--- config.mk ---
export PLATFORM = sky130hd
export DESIGN_NAME = alu_control_unit
export DESIGN_NICKNAME = d
export VERILOG_FILES = /design/src/rtl/alu_pkg.sv /design/src/rtl/alu_rtype_decode.sv /design/src/rtl/alu_control_unit.sv
export SDC_FILE = /design/constraint.sdc
export NUM_CORES = 1
export LEC_CHECK = 0
export CAP_MARGIN = 10
export CORE_AREA = 2 2 39 41
export DETAILED_ROUTE_END_ITERATION = 16
export DIE_AREA = 0 0 41 43
export GPL_TIMING_DRIVEN = 0
export SETUP_SLACK_MARGIN = 0.1
export SYNTH_ARGS = -nofsm -noshare
export SYNTH_HDL_FRONTEND = slang
export SYNTH_HIERARCHICAL = 1
export SYNTH_SLANG_ARGS = --single-unit
--- constraint.sdc ---
create_clock -name clk -period 1.15 [get_ports clk]
set_input_delay 0.2875 -clock clk [delete_from_list [all_inputs] [get_ports clk]]
set_output_delay 0.2875 -clock clk [all_outputs]
set_load 0.005 [all_outputs]
--- src/rtl/alu_pkg.sv ---
// alu_pkg: shared opcode, ALU code and alu_op encodings for the LEGv8 ALU control path
package alu_pkg;

    localparam logic [10:0] OP_LDUR = 11'h7C2;
    localparam logic [10:0] OP_STUR = 11'h7C0;
    localparam logic [10:0] OP_ADD  = 11'h458;
    localparam logic [10:0] OP_SUB  = 11'h658;
    localparam logic [10:0] OP_AND  = 11'h450;
    localparam logic [10:0] OP_ORR  = 11'h550;
    localparam logic [10:0] OP_EOR  = 11'h650;
    localparam logic [10:0] OP_LSL  = 11'h69B;
    localparam logic [10:0] OP_LSR  = 11'h69A;

    localparam logic [3:0] ALU_AND  = 4'b0000;
    localparam logic [3:0] ALU_ORR  = 4'b0001;
    localparam logic [3:0] ALU_ADD  = 4'b0010;
    localparam logic [3:0] ALU_EOR  = 4'b0011;
    localparam logic [3:0] ALU_SUB  = 4'b0110;
    localparam logic [3:0] ALU_PASS = 4'b0111;
    localparam logic [3:0] ALU_LSL  = 4'b1000;
    localparam logic [3:0] ALU_LSR  = 4'b1001;

    typedef enum logic [1:0] {
        ALU_OP_MEM   = 2'b00,
        ALU_OP_CBZ   = 2'b01,
        ALU_OP_RTYPE = 2'b10,
        ALU_OP_UNDEF = 2'b11
    } alu_op_e;

endpackage

--- src/rtl/alu_rtype_decode.sv ---
// alu_rtype_decode: R-type opcode to ALU code; EOR/LSL/LSR recognised only with ALU_CTRL_SHIFT_EN
module alu_rtype_decode
    import alu_pkg::*;
(
    input  logic [10:0] opcode,
    output logic [3:0]  code,
    output logic        illegal
);

    // Exact opcode match; unknown or X/Z opcodes fall to AND and are flagged
    always_comb begin
        code    = ALU_AND;
        illegal = 1'b0;
        case (opcode)
            OP_ADD:  code = ALU_ADD;
            OP_SUB:  code = ALU_SUB;
            OP_AND:  code = ALU_AND;
            OP_ORR:  code = ALU_ORR;
`ifdef ALU_CTRL_SHIFT_EN
            OP_EOR:  code = ALU_EOR;
            OP_LSL:  code = ALU_LSL;
            OP_LSR:  code = ALU_LSR;
`endif
            default: illegal = 1'b1;
        endcase
    end

endmodule

--- src/rtl/alu_control_unit.sv ---
// alu_control_unit: registered LEGv8 ALU control decoder; ALU_CTRL_SHIFT_EN adds EOR/LSL/LSR
module alu_control_unit
    import alu_pkg::*;
(
    input  logic        clk,
    input  logic        rst_l,
    input  logic        stall,
    input  logic [1:0]  alu_op,
    input  logic [10:0] opcode,
    output logic [3:0]  alu_control,
    output logic        illegal
);

    logic [3:0] r_code;
    logic       r_illegal;
    logic [3:0] next_code;
    logic       next_illegal;

    alu_rtype_decode u_rtype (
        .opcode  (opcode),
        .code    (r_code),
        .illegal (r_illegal)
    );

    // Select the operation class; undefined or X/Z alu_op falls to AND without a flag
    always_comb begin
        next_code    = ALU_AND;
        next_illegal = 1'b0;
        case (alu_op)
            ALU_OP_MEM:   next_code = ALU_ADD;
            ALU_OP_CBZ:   next_code = ALU_PASS;
            ALU_OP_RTYPE: begin
                next_code    = r_code;
                next_illegal = r_illegal;
            end
            default: ;
        endcase
    end

    // Output registers aligned to execute-stage operands; stall holds them
    always_ff @(posedge clk or negedge rst_l) begin
        if (!rst_l) begin
            alu_control <= ALU_AND;
            illegal     <= 1'b0;
        end else if (!stall) begin
            alu_control <= next_code;
            illegal     <= next_illegal;
        end
    end

endmodule

; ---- Yosys cells after proc, flatten, opt, wreduce, memory -nomap -nowiden
; Cells that the tools add are included.
; Widths: inputs -> output; s select.
[totals]
word_cells = 14
mem_bits_ro = 0
in_bits = 16
out_inout_bits = 5
reg_bits = 5
mem_count = 0
latch_bits = 0
ram_bits = 0
[classes]
addsub = 0
bitwise = 0
n_reduce_logical = 2
muxes = 4
multipliers = 0
n_shift = 0
eq_ne = 6
order_cmp = 0
div_mod_pow = 0
[op_table]
columns = operator, count
row1 = $eq 11x11->1 const B, 4
row2 = $pmux 4 s3, 1
row3 = $pmux 3 s3, 1
row4 = $reduce_or 4->1, 1
row5 = $eq 2x1->1 const B, 1
row6 = $eq 2x2->1 const B, 1
row7 = $logic_not 2->1, 1
row8 = $mux 1, 2

; ---- Longest topological paths before layout
; Gate-level depths: netlist of the first run.
[depth]
ltp_word = 4
mapped_depth = 4
mapped_depth_nobuf = 4

; ---- Hierarchy
; The synthesis of the first run kept the hierarchy.
[by_module_without_submodules]
columns = mod, cells_per_inst, seq_area_each_um2, area_per_inst_um2, instances
row1 = alu_control_unit, 22, 125.1, 226.5, 1
row2 = alu_rtype_decode, 11, 0.0, 81.3, 1

; ---- Worst setup path before layout of the first run
; No wires, ideal clock.
[synth_path]
path_kind = input -> register
start = in opcode[2]
end = reg illegal
path_buffers = 0
slack_ns = -0.318
required_time_ns = 1.024
arrival_ns = 1.342
path_stages = 4
setup_time_ns = 0.126
cell_sequence = or4b_1 > or3_1 > nand3b_1 > o21ai_0
[synth_between]
elab_chain_cells = 4
word_cells_on_any_way = 7
classes_between = eq/ne (4) / mux (2) / reduce/logical (1)
[synth_rtl]
columns = item, line_no
row1 = start: declaration, alu_control_unit.sv:9  ; input logic [10:0] opcode,
row2 = $eq 11x11->1, alu_rtype_decode.sv:14  ; case (opcode)
row3 = $reduce_or 4->1 (no source line) *, -
row4 = $mux 1 *, alu_rtype_decode.sv:14
row5 = net r_illegal, alu_control_unit.sv:15  ; logic r_illegal;
row6 = $mux 1 *, alu_control_unit.sv:29  ; case (alu_op)
row7 = end signal: assignment, alu_control_unit.sv:47  ; illegal <= next_illegal;
row8 = end: declaration, alu_control_unit.sv:11  ; output logic illegal
; The timed path passes the listed nets; every way through them passes the cells marked *.
; A chain may end at the register's enable or synchronous reset.

; ---- Worst setup path after layout of the first run
[layout_path]
start = in opcode[1]
end = reg illegal
; The elaborated chain is that of the path after synthesis.

==> results of run 1 <==
## cell type report
type / count / area [µm²] / share of cell area [%]
Buffer: 1 / 7.51 / 1.33
Clock buffer: 4 / 26.3 / 4.67
Inverter: 1 / 3.75 / 0.667
Multi-Input combinational cell: 26 / 198 / 35.1
Sequential cell: 5 / 125 / 22.2
Tap cell: 16 / 20.0 / 3.56
Timing Repair Buffer: 24 / 183 / 32.4
## critical path: stages
cell and delay [ps]:
buf_6 90, or4bb_4 570, or3_1 370, nand3b_1 90
o21ai_1 60
## routing by layer
metal | wire (µm) | global-route usage, % | up-vias
li1 | - | - | 178
met3 | 106 | 2.09 | 2
met2 | 340 | 15.9 | 20
met5 | 0 | 0 | -
met4 | 6 | 8.00 | 0
met1 | 279 | 10.6 | 142
## cell usage after synthesis
library cell,count
a31oi_1,3
buf_4,1
conb_1,1
dfrtp_1,5
inv_2,1
mux2_2,1
nand2_1,3
nand2b_1,3
nand3b_1,4
nor2b_1,3
nor4_1,2
nor4b_1,1
o21ai_0,2
or3_1,1
or4b_1,1
or4bb_1,1
## metrics by stage
step | cells | worst slack [ps] | utilization (%) | power (µW) | instance area [µm²]
after floorplan | 33 | -265 | - | 236 | 315
after global placement | 69 | -752 | 38.7 | 329 | 536
after detailed placement | 69 | -764 | 38.7 | 330 | 536
after CTS | 76 | -172 | 40.5 | 524 | 561
after global routing | 77 | -259 | 40.7 | 548 | 563
final | 77 | -188 | 40.7 | 518 | 563
## registers in the layout (all words and copies together) (netlist names)
signal	count
alu_control	4
illegal	1
## power groups by stage
stage	clock network (µW)	registers, µW	logic (µW)
floorplan	0	202	33.8
global placement	0	200	129
detailed placement	0	201	130
CTS	208	197	120
global route	214	199	136
finish	200	197	121
## how the worst min path moves through the flow
stage,start,end,slack (ps),depth (start not counted)
3_5_place_dp,illegal,illegal,480,2
2_1_floorplan,rst_l,alu_control[0],-8,0
4_1_cts,rst_l,alu_control[1],260,1
5_1_grt,rst_l,alu_control[2],280,1
6_report,rst_l,alu_control[1],260,1
3_3_place_gp,alu_control[3],alu_control[3],470,2
## what timing repair did
item                                   4_1_cts  5_1_grt
endpoints found under the hold margin        0        0
setup endpoints to repair                    9        5
buffers inserted                             3        1
gates cloned                                 0        0
pin swaps                                    8        6
gates resized for setup                     49        1
hold buffers                                 0        0
## kinds of logic (layout without fill, tap and decap cells)
group,count (synthesis),after routing
AOI/OAI and AO/OA,5,5
buffers and inverters,2,30
DFF,5,5
muxes,1,1
other,1,1
and+or+nand+nor,19,19
==> results.ini, run 1 <==
[outcome]
status = finished, violations left
violations = setup timing

[critical_path]
worstSetupStartpointType = input port
rrSetupSlack_ps = 280
worstSetupEndpointType = register
r2r_end = alu_control[2]
crit_path_start = opcode[1]
timing.reg2reg.worst_path_depth = 4
crit_required_ps = 1270
cp_max_fo = 4
cp.arrival_ps = 1460
r2r-start = alu_control[2]
path_class = in2reg
endpoint = illegal

[floorplanning]
die_h_um = 43
coreArea_um2 = 1380
start_util_pct = 22.2
ios = 21
rows = 14
die-area_um2 = 1760
dieWidth_um = 41

[cts]
clock_latency_ps = 240
cts-htree-levels = 1
path_clk_slew_ps = 40
cts_tree = yes
clock_sinks = 5
cts-root-buf = clkbuf_4
cts_made_buffers = 3
clock_path_buffers = 2

[global_routing]
track_usage_pct = 10.1
grt_pass1_vias = 350
grt_max_degree = 9
antenna_found_initial = 0
overflow = 0
grt_first_pass_wirelength_um = 1230

[pwr]
p_int_uw = 399
leakage_uw = 0.000243
comb_power_share_pct = 23.4
p_seq_share_pct = 38.0
swShare_pct = 22.9
pwr-share-clk_pct = 38.6
peakVddDrop_mv = 0.239
power_switching_uw = 119
power_per_cell_area_nw_per_um2 = 920

[job]
cap_violations = 0

[timing]
fmax_mhz = 747
whs_ps = 265
setup_viol = 4
slew_viol_final = 0
grt_setup_unrepaired = true
finalSetupTns_ps = -712
worst_slack_ps = -188
finalHoldViolCount = 0
period_share_pct = 116
skew_ps = 0
fin_crit_ps = 1340

[cells_and_area]
fillers = 151
syn_to_final_growth_pct = 82.9
fin_nets = 78
diodes = 0
drive_above_1_share_pct = 44.3
layout_common_cells = buf_2, dfrtp_1, nand3b_1, clkdlybuf4s50_1, buf_4
final_common_cell = buf_2

[routing]
vias = 342
drtIter0Drc = 1
ant_nets = 0
wl_um = 732
drc = 0
firstDrtPassIters = 4
wl_per_cell_um = 9.51
drt-vias-per-instance = 4.44

[synth]
synth.largest_area_cell = dfrtp_1
yosysWarnings = 6
synth_xor_area_share_pct = 0
synthTopCellsByArea = dfrtp_1, nand3b_1, a31oi_1, nand2b_1, nor2b_1
synth_compound_area_share_pct = 9.35
ys_seq_elements = 5
ys_seq_area_share_pct = 40.7
muxShareOfSynthArea_pct = 3.66
synth.cell_area_um2 = 308
syn_area_per_cell_um2 = 9.33
synth_cells = 33
ys_types = 16
synth_top_area_share_pct = 40.7
synthAdderAreaFrac_pct = 0
synthSimpleGateAreaFrac_pct = 41.5
synth_nets = 49
synth_top_family_by_area = simple AND/OR/NAND/NOR gates

[placement]
place.gp.congestion = 0.583
port_buffers = 20
dp_hpwl_um = 555

[hold_path]
min_path_type = in2async

Note: power is estimated with default switching activity, not from simulation.
==> inputs of run 2 (changes only) <==
==> constraint.sdc (replaced) <==
create_clock -name clk -period 1.3 [get_ports clk]
set_input_delay 0.325 -clock clk [delete_from_list [all_inputs] [get_ports clk]]
set_output_delay 0.325 -clock clk [all_outputs]
set_load 0.005 [all_outputs]
==> results.ini, run 2 (synthesized netlist as in run 1, its figures left out) <==
[outcome]
status = finished, violations left  ; unchanged
violations = setup timing  ; unchanged

[timing]
skew_ps = 0  ; unchanged
whs_ps = 302  ; was 265 ps
finalSetupTns_ps = -263  ; was -712 ps
slew_viol_final = 0  ; unchanged
worst_slack_ps = -75.3  ; was -188 ps
fin_crit_ps = 1380
fmax_mhz = 727
setup_viol = 4  ; unchanged
finalHoldViolCount = 0  ; unchanged
period_share_pct = 106
grt_setup_unrepaired = true  ; unchanged

[cts]
cts-htree-levels = 1  ; unchanged
clock_sinks = 5  ; unchanged
cts_tree = yes  ; unchanged
cts_made_buffers = 3  ; unchanged
clock_latency_ps = 240  ; about the same
cts-root-buf = clkbuf_4  ; unchanged
path_clk_slew_ps = 40  ; about the same
clock_path_buffers = 2  ; unchanged

[critical_path]
critPathMaxStageDelay_ps = 570  ; about the same
slowest_stage = or4bb_4  ; unchanged
cp.arrival_ps = 1490  ; was 1460 ps
path_class = in2reg  ; unchanged
worstSetupStartpointType = input port  ; unchanged
cp_max_fo = 4  ; unchanged
crit_buf_inv = 1  ; unchanged
crit_path_start = opcode[1]  ; unchanged
crit_required_ps = 1420  ; was 1270 ps
r2r-start = alu_control[0]  ; was alu_control[2]
crit_chain = buf_6, or4bb_4, or3_1, nand3b_1, o21ai_1  ; unchanged
worstSetupEndpointType = register  ; unchanged
cp_top_family = simple AND/OR/NAND/NOR gates  ; unchanged

[pwr]
peakVddDrop_mv = 0.213  ; was 0.239 mV
power_per_cell_area_nw_per_um2 = 797  ; was 920 nW/µm²
leakage_uw = 0.000234  ; was 0.000243 µW
finalPower_uw = 456  ; was 518 µW

[global_routing]
overflow = 0  ; unchanged
grt_use_met2_pct = 15.3  ; was 15.9%
track_usage_pct = 9.85  ; was 10.1%
met1_usage_pct = 10.6  ; unchanged
busiest_layer = met2  ; unchanged
antenna_found_initial = 0  ; unchanged
grt_pass1_vias = 342  ; was 350
gr-usage-met3_pct = 2.09  ; unchanged
grt_max_degree = 9  ; unchanged
grt_first_pass_wirelength_um = 1200  ; was 1230 µm

[cells_and_area]
syn_to_final_growth_pct = 86.2  ; was 82.9%
fillers = 149  ; was 151
largest_reg_flops = 4  ; unchanged
final_common_cell = clkdlybuf4s15_1  ; was buf_2
layout_common_cells = clkdlybuf4s15_1, dfrtp_1, nand3b_1, buf_2, clkdlybuf4s50_1  ; was buf_2, dfrtp_1, nand3b_1, clkdlybuf4s50_1, buf_4
drive_above_1_share_pct = 33.9  ; was 44.3%
diodes = 0  ; unchanged
fin_nets = 76  ; was 78
final_area_um2 = 573  ; was 563 µm²
reg_top3 = alu_control x4, illegal x1  ; unchanged
regMostFlops = alu_control  ; unchanged
instances_no_fill = 75  ; was 77

[floorplanning]
coreArea_um2 = 1380  ; unchanged
ios = 21  ; unchanged
die-area_um2 = 1760  ; unchanged
dieWidth_um = 41  ; unchanged
rows = 14  ; unchanged
die_h_um = 43  ; unchanged
start_util_pct = 22.2  ; unchanged

[placement]
port_buffers = 20  ; unchanged
placed_area_um2 = 536  ; unchanged
dp_hpwl_um = 555  ; unchanged
dp.cells = 69  ; unchanged
place.gp.congestion = 0.583  ; unchanged

[routing]
drtIter0Drc = 1  ; unchanged
firstDrtPassIters = 4  ; unchanged
drc = 0  ; unchanged
wl_um = 702  ; was 732 µm
drt-vias-per-instance = 4.45  ; was 4.44
ant_nets = 0  ; unchanged
wl_per_cell_um = 9.36  ; was 9.51 µm
vias = 334  ; was 342

[job]
cap_violations = 0  ; unchanged

[hold_path]
min_path_type = in2async  ; unchanged

## run 2: cell count changes in the layout (fill, tap and decap cells not counted)
cell	before	now
buf_4	4	2
buf_2	9	4
clkdlybuf4s15_1	1	6
## run 2: report_power, final
group          internal, µW  switching [µW]
sequential              169            5.58
clock                   116            60.9
combinational          68.3            36.9
total                   353             103
## run 2: per-stage QoR
step / setup slack (ps) / util, %
final: -75.3 / 41.4
after global routing: -146 / 41.4
after CTS: -59.1 / 41.4
after detailed placement: -651 / 38.7
after global placement: -640 / 38.7
after floorplan: -153 / -
## run 2: timing repair
action | 4_1_cts | 5_1_grt
hold buffers | 0 | 0
setup endpoints to repair | 9 | 8
resized for setup | 37 | 5
setup buffers | 2 | 0
pin swaps | 10 | 4
## run 2: per-layer routing
metal,share of wire (%),vias up
met1,39,138
met5,0,-
met2,46,20
met3,13,2
li1,-,174
met4,0.85,0
## run 2: path summary, 6_finish.rpt
path / end / slack (ps) / cells after the start
max in group asynchronous: alu_control[0] / 810 / 1
worst max-delay path: illegal / -80 / 5
worst max register to register: alu_control[0] / 550 / 3
worst min register to register: illegal / 490 / 2
min in group clk: illegal / 490 / 2
worst min-delay path: alu_control[1] / 300 / 1
## run 2: area by class of cell
| class | count | area [µm²] | share of cell area (%) |
|---|---|---|---|
| Multi-Input combinational cell | 26 | 198 | 34.5 |
| Timing Repair Buffer | 22 | 193 | 33.6 |
| Sequential cell | 5 | 125 | 21.8 |
| Clock buffer | 4 | 26.3 | 4.59 |
| Tap cell | 16 | 20.0 | 3.49 |
| Buffer | 1 | 7.51 | 1.31 |
| Inverter | 1 | 3.75 | 0.655 |
## run 2: worst reg2reg max path, delay by kind of cell (launching register included)
kind	cells	cell delay [ps]
compound gates	1	40
buf+inv	1	130
flops	1	360
simple gates	1	100
